$ cat src/rtl/router_lookup_arbiter.sv
// router_lookup_arbiter: shares one router lookup pipeline between NUM_REQ
// requesters. It grants round-robin and tags each lookup in an in-order ID
// FIFO, so every router response is steered back to the requester that issued
// it. Lookups are withheld until the router table is loaded and are bounded by
// an in-flight credit limit. A sticky fault records the first error cause.
module router_lookup_arbiter #(
    parameter int NUM_REQ      = 4,
    parameter int MAX_INFLIGHT = 8,
    parameter int RESP_W       = 147
) (
    input  logic                            clk,
    input  logic                            rst,
    input  logic [NUM_REQ-1:0]              req_valid,
    input  logic [NUM_REQ*32-1:0]           req_dst_ip,
    output logic [NUM_REQ-1:0]              req_ready,
    output logic                            lk_valid,
    output logic [31:0]                     lk_dst_ip,
    input  logic                            rt_resp_valid,
    input  logic [RESP_W-1:0]               rt_resp_bus,
    input  logic                            rt_init_done,
    input  logic                            rt_init_error,
    output logic [NUM_REQ-1:0]              rsp_valid,
    output logic [$clog2(NUM_REQ)-1:0]      rsp_id,
    output logic [RESP_W-1:0]               rsp_bus,
    output logic [$clog2(MAX_INFLIGHT):0]   inflight,
    output logic                            fault,
    output logic [1:0]                      fault_code
);

    localparam int ID_W  = $clog2(NUM_REQ);
    localparam int PTR_W = $clog2(MAX_INFLIGHT);
    localparam int CNT_W = PTR_W + 1;

    localparam logic [1:0] CODE_INIT_ERR = 2'd1;
    localparam logic [1:0] CODE_ORPHAN   = 2'd2;
    localparam logic [1:0] CODE_OVERFLOW = 2'd3;

    typedef enum logic [1:0] {ST_INIT, ST_RUN, ST_FAULT} state_t;

    state_t             state;
    logic [ID_W-1:0]    last_grant;
    logic [ID_W-1:0]    id_mem [MAX_INFLIGHT];
    logic [PTR_W-1:0]   wr_ptr;
    logic [PTR_W-1:0]   rd_ptr;

    logic               fifo_empty;
    logic               fifo_full;
    logic               can_issue;
    logic               grant_any;
    logic [ID_W-1:0]    grant_idx;
    logic [ID_W:0]      cand;
    logic               push;
    logic               pop;
    logic               orphan;
    logic               overflow;
    logic               init_fail;
    logic [ID_W-1:0]    head_id;
    logic [NUM_REQ-1:0] head_onehot;

    assign fifo_empty  = (inflight == '0);
    assign fifo_full   = (inflight == CNT_W'(MAX_INFLIGHT));
    // A response popping this cycle frees a credit for a same-cycle grant.
    assign can_issue   = (state == ST_RUN) && (!fifo_full || rt_resp_valid);
    assign push        = grant_any;
    assign pop         = rt_resp_valid && !fifo_empty;
    assign orphan      = rt_resp_valid && fifo_empty;
    // Unreachable while can_issue gates grants; kept as a safety net.
    assign overflow    = push && fifo_full && !pop;
    assign init_fail   = (state == ST_INIT) && rt_init_error;
    assign head_id     = id_mem[rd_ptr];
    assign head_onehot = NUM_REQ'(1) << head_id;

    // Round-robin search starting one past the last granted requester.
    always_comb begin
        grant_any = 1'b0;
        grant_idx = '0;
        cand      = '0;
        for (int k = 1; k <= NUM_REQ; k++) begin
            cand = {1'b0, last_grant} + (ID_W+1)'(k);
            if (cand >= (ID_W+1)'(NUM_REQ)) begin
                cand = cand - (ID_W+1)'(NUM_REQ);
            end
            if (!grant_any && req_valid[cand[ID_W-1:0]]) begin
                grant_any = 1'b1;
                grant_idx = cand[ID_W-1:0];
            end
        end
        if (!can_issue) begin
            grant_any = 1'b0;
            grant_idx = '0;
        end
    end

    // One-hot grant back to the requesters.
    always_comb begin
        req_ready = '0;
        if (grant_any) begin
            req_ready[grant_idx] = 1'b1;
        end
    end

    // Control FSM and sticky fault; only the first cause is recorded.
    always_ff @(posedge clk or posedge rst) begin
        if (rst) begin
            state      <= ST_INIT;
            fault      <= 1'b0;
            fault_code <= 2'd0;
        end else begin
            case (state)
                ST_INIT: begin
                    if (init_fail || orphan) begin
                        state <= ST_FAULT;
                    end else if (rt_init_done) begin
                        state <= ST_RUN;
                    end
                end
                ST_RUN: begin
                    if (orphan || overflow) begin
                        state <= ST_FAULT;
                    end
                end
                ST_FAULT: state <= ST_FAULT;
                default:  state <= ST_FAULT;
            endcase
            if (!fault) begin
                if (init_fail) begin
                    fault      <= 1'b1;
                    fault_code <= CODE_INIT_ERR;
                end else if (orphan) begin
                    fault      <= 1'b1;
                    fault_code <= CODE_ORPHAN;
                end else if (overflow) begin
                    fault      <= 1'b1;
                    fault_code <= CODE_OVERFLOW;
                end
            end
        end
    end

    // ID FIFO storage; stale entries are harmless once the pointers reset.
    always_ff @(posedge clk) begin
        if (push && !overflow) begin
            id_mem[wr_ptr] <= grant_idx;
        end
    end

    // ID FIFO pointers and in-flight count, which always equals occupancy.
    always_ff @(posedge clk or posedge rst) begin
        if (rst) begin
            wr_ptr   <= '0;
            rd_ptr   <= '0;
            inflight <= '0;
        end else begin
            if (push && !overflow) begin
                wr_ptr <= wr_ptr + PTR_W'(1);
            end
            if (pop) begin
                rd_ptr <= rd_ptr + PTR_W'(1);
            end
            case ({push && !overflow, pop})
                2'b10:   inflight <= inflight + CNT_W'(1);
                2'b01:   inflight <= inflight - CNT_W'(1);
                default: inflight <= inflight;
            endcase
        end
    end

    // Registered lookup issue and arbitration pointer.
    always_ff @(posedge clk or posedge rst) begin
        if (rst) begin
            lk_valid   <= 1'b0;
            lk_dst_ip  <= '0;
            last_grant <= ID_W'(NUM_REQ - 1);
        end else begin
            lk_valid <= grant_any;
            if (grant_any) begin
                lk_dst_ip  <= req_dst_ip[32*int'(grant_idx) +: 32];
                last_grant <= grant_idx;
            end
        end
    end

    // Registered response steering to the owner at the FIFO head.
    always_ff @(posedge clk or posedge rst) begin
        if (rst) begin
            rsp_valid <= '0;
            rsp_id    <= '0;
            rsp_bus   <= '0;
        end else begin
            rsp_valid <= pop ? head_onehot : '0;
            if (pop) begin
                rsp_id  <= head_id;
                rsp_bus <= rt_resp_bus;
            end
        end
    end

endmodule

$ cat config.mk
export PLATFORM = sky130hd
export DESIGN_NAME = router_lookup_arbiter
export DESIGN_NICKNAME = d
export VERILOG_FILES = /design/src/rtl/router_lookup_arbiter.sv
export SDC_FILE = /design/constraint.sdc
export NUM_CORES = 1
export LEC_CHECK = 0
export CAP_MARGIN = 15
export CORE_AREA = 3 3 186 188
export CTS_CLUSTER_DIAMETER = 50
export DETAILED_ROUTE_END_ITERATION = 16
export DIE_AREA = 0 0 189 191
export PLACE_DENSITY = 0.65
export SLEW_MARGIN = 40
export SYNTH_ARGS = -nofsm -noshare
export SYNTH_HDL_FRONTEND = slang
export SYNTH_SLANG_ARGS = --single-unit
$ cat constraint.sdc
create_clock -name clk -period 9.4 [get_ports clk]
set_input_delay 0.94 -clock clk [delete_from_list [all_inputs] [get_ports clk]]
set_output_delay 0.94 -clock clk [all_outputs]
set_load 0.01 [all_outputs]
==> results.yml, run 1 <==
synth:
  synthFlopType: "dfrtp_1"
  syn_nets: 1325
  synth-edff-count: 16
  yosysSeqAreaShare_pct: 57.7
  synth_top_area_cell: "dfrtp_1"
  ys_ff_latch: 219
  yosysUniqueCellTypes: 58
  ys_top_cells_by_area: "dfrtp_1, nand2_1, edfxtp_1, o211a_1, a32oi_1"
  synth.most_common_cell: "nand2_1"
  netlist_area_mm2: 0.00963
  yosys.area.top_type_share_pct: 52.2
  synthCells: 1036
  ys_warn_count: 0
  ys_async_sr_fraction_pct: 92.7
  synth_common_cells: "nand2_1, dfrtp_1, clkbuf_1"
  avgSynthCellArea_um2: 9.30
critical_path:
  critPathMaxFanout: 24
  critical_path.endpoint_type: "output port"
  cp-start-kind: "input pin"
  worstSetupPathType: "input pin to output port"
  reg2reg_depth: 6
  arrival_ps: 3790
  critPathRequiredTime_ps: 8460
final_layout:
  final_util_pct: 47.4
  nets: 1777
  seqCellArea_mm2: 0.00556
  areaGrowthSynthToFinish_pct: 63.8
  multi_input_area_mm2: 0.00377
  postLayoutCellArea_mm2: 0.0158
  drive_gt1_share_pct: 5.57
  fill_cells: 3191
die:
  start_util_pct: 28.9
  die_y_um: 191
  core.rowCount: 67
  core_mm2: 0.0333
  ios: 481
  die-area_mm2: 0.0361
  fp.dieW_um: 189
global_route:
  grt_pass1_vias: 9460
  grt_usage_pct: 18.3
  grt_max_degree: 98
  antenna_found_initial: 2
  grt_pass1_wl_um: 52800
  grt_overflow: 0
route:
  vias: 9161
  avgViaCountPerCell: 4.68
  wire_per_inst_um: 17.8
  drt-initial-drc-count: 460
  dr.pass1.iters: 5
  ant_nets: 0
  wl_um: 34800
  drc: 0
sta:
  finalSetupViolCount: 0
  fin_crit_ps: 4730
  slew_violations: 0
  clock.fmax_mhz: 212
  relSlewSlack_pct: 47.7
  tightest_slew_ps: 784
  skew_ps: 9.60
  whs_ps: 471
  hold_viol_final: 0
  finalSetupTns_ps: 0
  setup_ws_ps: 4670
  rsz0062_at_grt: "false"
  min_period_over_period_pct: 50.3
pwr:
  ir_worst_vdd_uv: 148
  p_per_area_mw_per_mm2: 221
  p_leak_nw: 7.19
clock_network:
  htree_levels: 1
  cts_hold_buf: 0
  cts_setup_buffers: 0
  clkTransAtPathRegs_ps: 60
  cts_inserted_buffers: 28
  cts.sinks: 219
  cts_tree: "yes"
  cts.path.max_buffers: 3
  worst_skew_pair.late_latency_ps: 540
  cts_root_buf: "clkbuf_16"
  cts-resized-gates: 0
outcome:
  status: "completed"
worst_hold_path:
  hp-class: "register to register"
  holdPathStages: 2
place:
  dp_hpwl_um: 25700
  placement.io_buffers: 480
  dpl_cell_area_mm2: 0.0148
  gp_congestion: 0.899
  post-place-ws_ps: 4670
flow_run:
  cap_violations: 0
## power by group
group	switching [mW]	leakage (nW)	internal, mW
clock network	0.434	0.458	0.644
logic	0.518	4.13	0.601
registers	0.135	2.59	1.16
total	1.09	7.19	2.41
## critical path, cell delays in order
cell,delay [ps]
clkdlybuf4s50_1,540
a21oi_1,290
o31a_1,660
nand2_1,470
a21oi_1,290
clkdlybuf4s50_1,580
## placed cells by master, fill, tap and decap left out, types with 7 or more instances in the layout
| master | instances |
|---|---|
| a21o_1 | 11 |
| a32oi_1 | 23 |
| o21ai_1 | 7 |
| o211a_1 | 24 |
| edfxtp_1 | 16 |
| dfrtp_1 | 201 |
| clkbuf_16 | 29 |
| a221oi_1 | 9 |
| nand3_1 | 9 |
| a21oi_1 | 14 |
| a31oi_1 | 23 |
| nor2_1 | 40 |
| o21ai_0 | 27 |
| clkdlybuf4s50_1 | 480 |
| buf_4 | 10 |
| and4_1 | 23 |
| nand2_1 | 463 |
## final cells by class
cell class / count / area share (%)
flip-flops and latches: 219 / 35.2
clock inverters: 15 / 1.04
diodes: 1 / 0.0159
well taps: 448 / 3.55
repair buffers: 493 / 31.1
clock buffers: 36 / 4.89
multi-input cells: 738 / 23.9
inverters: 8 / 0.238
## per-layer routing
metal / GRT usage [%] / vias to the layer above / wire, um
li1: - / 4370 / -
met1: 20.6 / 4336 / 12900
met2: 32.5 / 398 / 17400
met3: 5.89 / 57 / 3340
met4: 6.22 / 0 / 1150
met5: 0 / - / 0
## sequential cells by signal (all words and copies together), names as in the netlist
register,count
fault,1
fault_code,2
id_mem,16
inflight,4
last_grant,2
lk_dst_ip,32
lk_valid,1
rd_ptr,3
rsp_bus,147
rsp_id,2
rsp_valid,4
state,2
wr_ptr,3
## final timing paths
check                              start       endpoint  slack (ps)
max reg2reg                last_grant[1]  lk_dst_ip[13]        6350
max                         req_valid[0]   req_ready[3]        4670
min reg2reg                  rsp_bus[89]    rsp_bus[89]         470
min in group asynchronous            rst    rsp_bus[71]         910
max in group asynchronous            rst   rsp_bus[108]        7210
min                          rsp_bus[89]    rsp_bus[89]         470
## per-stage QoR
stage,power [mW],std cells
6_report,3.49,1958
5_1_grt,3.70,1958
4_1_cts,3.55,1957
3_5_place_dp,2.45,1906
3_3_place_gp,2.42,1906
2_1_floorplan,1.76,1036
## cell families (layout without fill, tap and decap cells)
kind of cell    after synthesis  in the layout  share of synthesized area (%)
xor+xnor                      7              7                          0.636
buf+inv                      79            552                           3.46
other cells                   0              1                              0
compound gates              153            153                           11.8
mux                          10             10                           1.57
fa+ha+maj                     5              5                          0.727
simple gates                563            563                           24.1
flops                       219            219                           57.7
No activity file was read; power rests on OpenSTA's default activity.
==> run 2: changes to the inputs <==
- CORE_AREA: 3 3 186 188 -> 3 3 188 190
- DIE_AREA: 0 0 189 191 -> 0 0 191 193
- PLACE_DENSITY: 0.65 -> 0.64
- clock period: 9.4 -> 4.5 ns (I/O delays scaled with it)
==> run 2 against run 1 <==
Effect of this change:
- die area up 2.1%
- flip-flop and latch count is the same
- sequential power rose by 110%
- first-iteration DRC count is 31% lower
- non-clock buffer count rose by 3
- register-to-register slack got worse by 4500 ps
- final cell count up 0.46%
- largest power group unchanged
- setup slack got worse by 3800 ps
==> results.yml, run 2 (same netlist as run 1, synthesis figures left out) <==
global_route:
  grt_usage_pct: 17.5
  grt_max_degree: 155
  grt_overflow: 0
  grt_pass1_vias: 9075
  antenna_found_initial: 2
  grt_pass1_wl_um: 51300
clock_network:
  cts.sinks: 219
  worst_skew_pair.late_latency_ps: 550
  clkTransAtPathRegs_ps: 60
  cts_inserted_buffers: 30
  cts_root_buf: "clkbuf_16"
  cts.path.max_buffers: 3
  htree_levels: 1
  cts_tree: "yes"
  cts-resized-gates: 0
  cts_setup_buffers: 0
  cts_hold_buf: 0
route:
  m1WireLength_um: 13000
  wl_um: 34600
  routed-wl-met2_um: 17400
  met3_length_um: 3380
  highest_layer: "met4"
  drt-initial-drc-count: 317
  ant_nets: 0
  dr.pass1.iters: 5
  vias: 9110
  drc: 0
  avgViaCountPerCell: 4.63
  wire_per_inst_um: 17.6
sta:
  rsz0062_at_grt: "false"
  min_period_over_period_pct: 79.6
  fin_crit_ps: 3580
  skew_ps: 16.9
  finalSetupViolCount: 0
  relSlewSlack_pct: 42.9
  slew_violations: 0
  clock.fmax_mhz: 279
  finalSetupTns_ps: 0
  tightest_slew_ps: 856
  hold_viol_final: 0
final_layout:
  nets: 1782
  largest_reg_flops: 147
  postLayoutCellArea_mm2: 0.0160
  regMostFlops: "rsp_bus"
  drive_gt1_share_pct: 6.06
  areaGrowthSynthToFinish_pct: 66.5
  reg.largest.list: "rsp_bus (147), lk_dst_ip (32), id_mem (16)"
  final_common_cell: "clkdlybuf4s50_1"
  layout_common_cells: "clkdlybuf4s50_1, nand2_1, dfrtp_1"
pwr:
  ir_worst_vdd_uv: 301
  p_per_area_mw_per_mm2: 481
  p_leak_nw: 7.31
die:
  fp.dieW_um: 191
  core.rowCount: 67
  ios: 481
  core_mm2: 0.0336
  start_util_pct: 28.7
  die-area_mm2: 0.0369
  die_y_um: 193
place:
  dpl_cell_area_mm2: 0.0149
  dp_hpwl_um: 25200
  gp_congestion: 0.877
  placement.io_buffers: 480
outcome:
  status: "completed"
worst_hold_path:
  hp-class: "input pin to asynchronous set/reset pin"
critical_path:
  critPathRequiredTime_ps: 4050
  cp-start-kind: "register"
  arrival_ps: 3130
  critPathMaxFanout: 20
  critical_path.endpoint_type: "output port"
  worstSetupPathType: "register to output port"
flow_run:
  cap_violations: 0
## run 2: final timing paths
check                            startpoint            to  slack [ps]  depth (start not counted)
hold reg to reg                 rsp_bus[74]   rsp_bus[74]         470                          2
hold / removal                          rst   rsp_bus[12]         300                          2
min in group clk           rt_resp_bus[128]  rsp_bus[128]         420                          3
setup reg to reg              last_grant[1]  id_mem[0][0]        1810                          5
max in group asynchronous               rst      lk_valid        3220                          3
setup / recovery              last_grant[1]  req_ready[2]         920                          5
## run 2: worst max-delay path, stage by stage (launching register included)
cell             delay [ps]
dfstp_2                 640
mux2i_1                 380
a2bb2oi_2               680
nand2_1                 160
nor2_1                  150
clkdlybuf4s50_1         560
## run 2: final cells by class
type	count	area, um2
Sequential cell	219	5560
Inverter	8	33.8
Antenna cell	2	5.00
Multi-Input combinational cell	738	3770
Timing Repair Buffer	496	4970
Clock buffer	35	801
Tap cell	448	561
Fill cell	3118	17600
Clock inverter	21	339
## run 2: metal layers
layer / vias up / GRT usage, %
li1: 4382 / -
met1: 4284 / 20.2
met2: 399 / 31.2
met3: 45 / 5.66
met4: 0 / 5.00
met5: - / 0
## run 2: power breakdown
| group | switching [mW] | internal, mW |
|---|---|---|
| Combinational | 1.07 | 1.27 |
| Clock | 0.970 | 1.70 |
| Sequential | 0.280 | 2.43 |
| Total | 2.32 | 5.40 |
## run 2: through the flow
| step | power, mW | instances | hold WS, ps | util (%) | setup WS (ps) |
|---|---|---|---|---|---|
| floorplan | 3.68 | 1036 | 471 | - | 1420 |
| global placement | 5.07 | 1909 | 457 | 44.3 | 1180 |
| detailed placement | 5.11 | 1909 | 461 | 44.3 | 1210 |
| CTS | 7.84 | 1965 | 280 | 47.7 | 916 |
| global route | 8.15 | 1967 | 315 | 47.7 | 755 |
| finish | 7.72 | 1967 | 297 | 47.7 | 919 |
==> run 3: changes to the inputs <==
- CORE_AREA: 3 3 188 190 -> 3 3 186 188
- DIE_AREA: 0 0 191 193 -> 0 0 189 191
- PLACE_DENSITY: 0.64 -> 0.67
- clock period: 4.5 -> 3.1 ns (I/O delays scaled with it)
==> run 3 against run 2 <==
Effect of this change:
- critical path depth increased by 1
- count of clock-buffer cells in the layout grew 3
- setup slack worse by 710 ps
- clock power up 26%
- core utilization is 0.45 points higher
- first-iteration DRC count grew 0.95%
- die area is 2.1% lower
- non-clock buffer count grew 15
- final cell count grew 0.41%
==> results.yml, run 3 (same netlist as run 1, synthesis figures left out) <==
die:
  fp.dieW_um: 189
  die-area_mm2: 0.0361
  core_mm2: 0.0333
  ios: 481
  die_y_um: 191
  core.rowCount: 67
  start_util_pct: 28.9
clock_network:
  htree_levels: 1
  cts.path.max_buffers: 3
  cts_inserted_buffers: 29
  cts_setup_buffers: 0
  cts_hold_buf: 0
  cts_tree: "yes"
  cts-resized-gates: 0
  clkTransAtPathRegs_ps: 50
  worst_skew_pair.late_latency_ps: 540
  cts.sinks: 219
  cts_root_buf: "clkbuf_16"
sta:
  finalSetupTns_ps: 0
  clock.fmax_mhz: 346
  tightest_slew_ps: 803
  min_period_over_period_pct: 93.2
  rsz0062_at_grt: "false"
  relSlewSlack_pct: 46.5
  setup_ws_ps: 211
  hold_viol_final: 0
  finalSetupViolCount: 0
  skew_ps: 19.8
  slew_violations: 0
  fin_crit_ps: 2890
critical_path:
  critical_path.endpoint_type: "output port"
  crit_buf_inv: 2
  critical_path.max_stage_delay_ps: 550
  cp_top_family: "buffers and inverters"
  r2r_setup_slack_ps: 640
  cp-start-kind: "register"
  worstSetupPathType: "register to output port"
  arrival_ps: 2580
  path_cells: "nor2b_1 > a21oi_2 > buf_4 > nand2_2 > a21oi_1 > clkdlybuf4s50_1"
  critPathRequiredTime_ps: 2790
  slowest_stage: "clkdlybuf4s50_1"
  critPathMaxFanout: 26
place:
  placement.io_buffers: 480
  gp_congestion: 0.835
  post-place-ws_ps: 274
  dp_hpwl_um: 25500
global_route:
  antenna_found_initial: 0
  grt_overflow: 0
  grt_pass1_vias: 9563
  grt_pass1_wl_um: 52500
  grt_max_degree: 155
  grt_usage_pct: 18.1
route:
  avgViaCountPerCell: 4.75
  wl_um: 34400
  dr.pass1.iters: 5
  drc: 0
  ant_nets: 0
  drt-initial-drc-count: 320
  vias: 9372
  wire_per_inst_um: 17.4
pwr:
  ir_worst_vdd_uv: 359
  p_leak_nw: 7.31
  power_mw: 10.8
  p_per_area_mw_per_mm2: 673
final_layout:
  final_util_pct: 48.2
  n_antenna_cell: 0
  largest_reg_flops: 147
  layout_common_cells: "clkdlybuf4s50_1, nand2_1, dfrtp_1"
  regMostFlops: "rsp_bus"
  nets: 1796
  areaGrowthSynthToFinish_pct: 66.4
  drive_gt1_share_pct: 6.68
  final_common_cell: "clkdlybuf4s50_1"
  reg.largest.list: "rsp_bus (147), lk_dst_ip (32), id_mem (16)"
outcome:
  status: "completed"
worst_hold_path:
  hp-class: "input pin to asynchronous set/reset pin"
flow_run:
  cap_violations: 0
run 3: cell count changes in the layout (fill, tap and decap cells not counted), sizes merged:
cell | previous run | this run
buf | 16 | 31
bufinv | 7 | 3
clkbuf | 35 | 38
clkinvlp | 2 | 4
diode | 2 | 0
inv | 15 | 9
run 3: final timing paths:
check | start | end | cells past startpoint
max in group asynchronous | rst | rsp_bus[132] | 4
min | rst | rsp_bus[47] | 2
min in group clk | rt_resp_bus[78] | rsp_bus[78] | 3
max | inflight[3] | req_ready[3] | 6
min reg2reg | rsp_bus[52] | rsp_bus[52] | 2
max reg2reg | inflight[3] | id_mem[3][0] | 7
run 3: per-stage QoR:
step	cells	area, um2	hold slack (ps)
after floorplan	1036	9640	401
after global routing	1975	16000	175
after CTS	1975	16000	153
after detailed placement	1924	15000	461
after global placement	1924	15000	456
final	1975	16000	169
run 3: final cells by class:
cell class                 count  area, um2
clock buffer                  38        821
clock inverter                13        165
fill                        3111      17200
inverter                       8       33.8
multi-input combinational    738       3780
sequential                   219       5560
tap                          448        561
timing repair buffer         511       5110
run 3: where the power goes:
part,switching (mW),internal (mW)
logic,1.60,1.87
registers,0.416,3.52
clock network,1.26,2.11
total,3.27,7.51
run 3: layer usage:
metal | up-vias | track usage [%] | wire length, um
li1 | 4411 | - | -
met1 | 4471 | 20.5 | 12800
met2 | 430 | 32.9 | 17400
met3 | 60 | 4.77 | 3010
met4 | 0 | 6.04 | 1060
met5 | - | 0 | 0
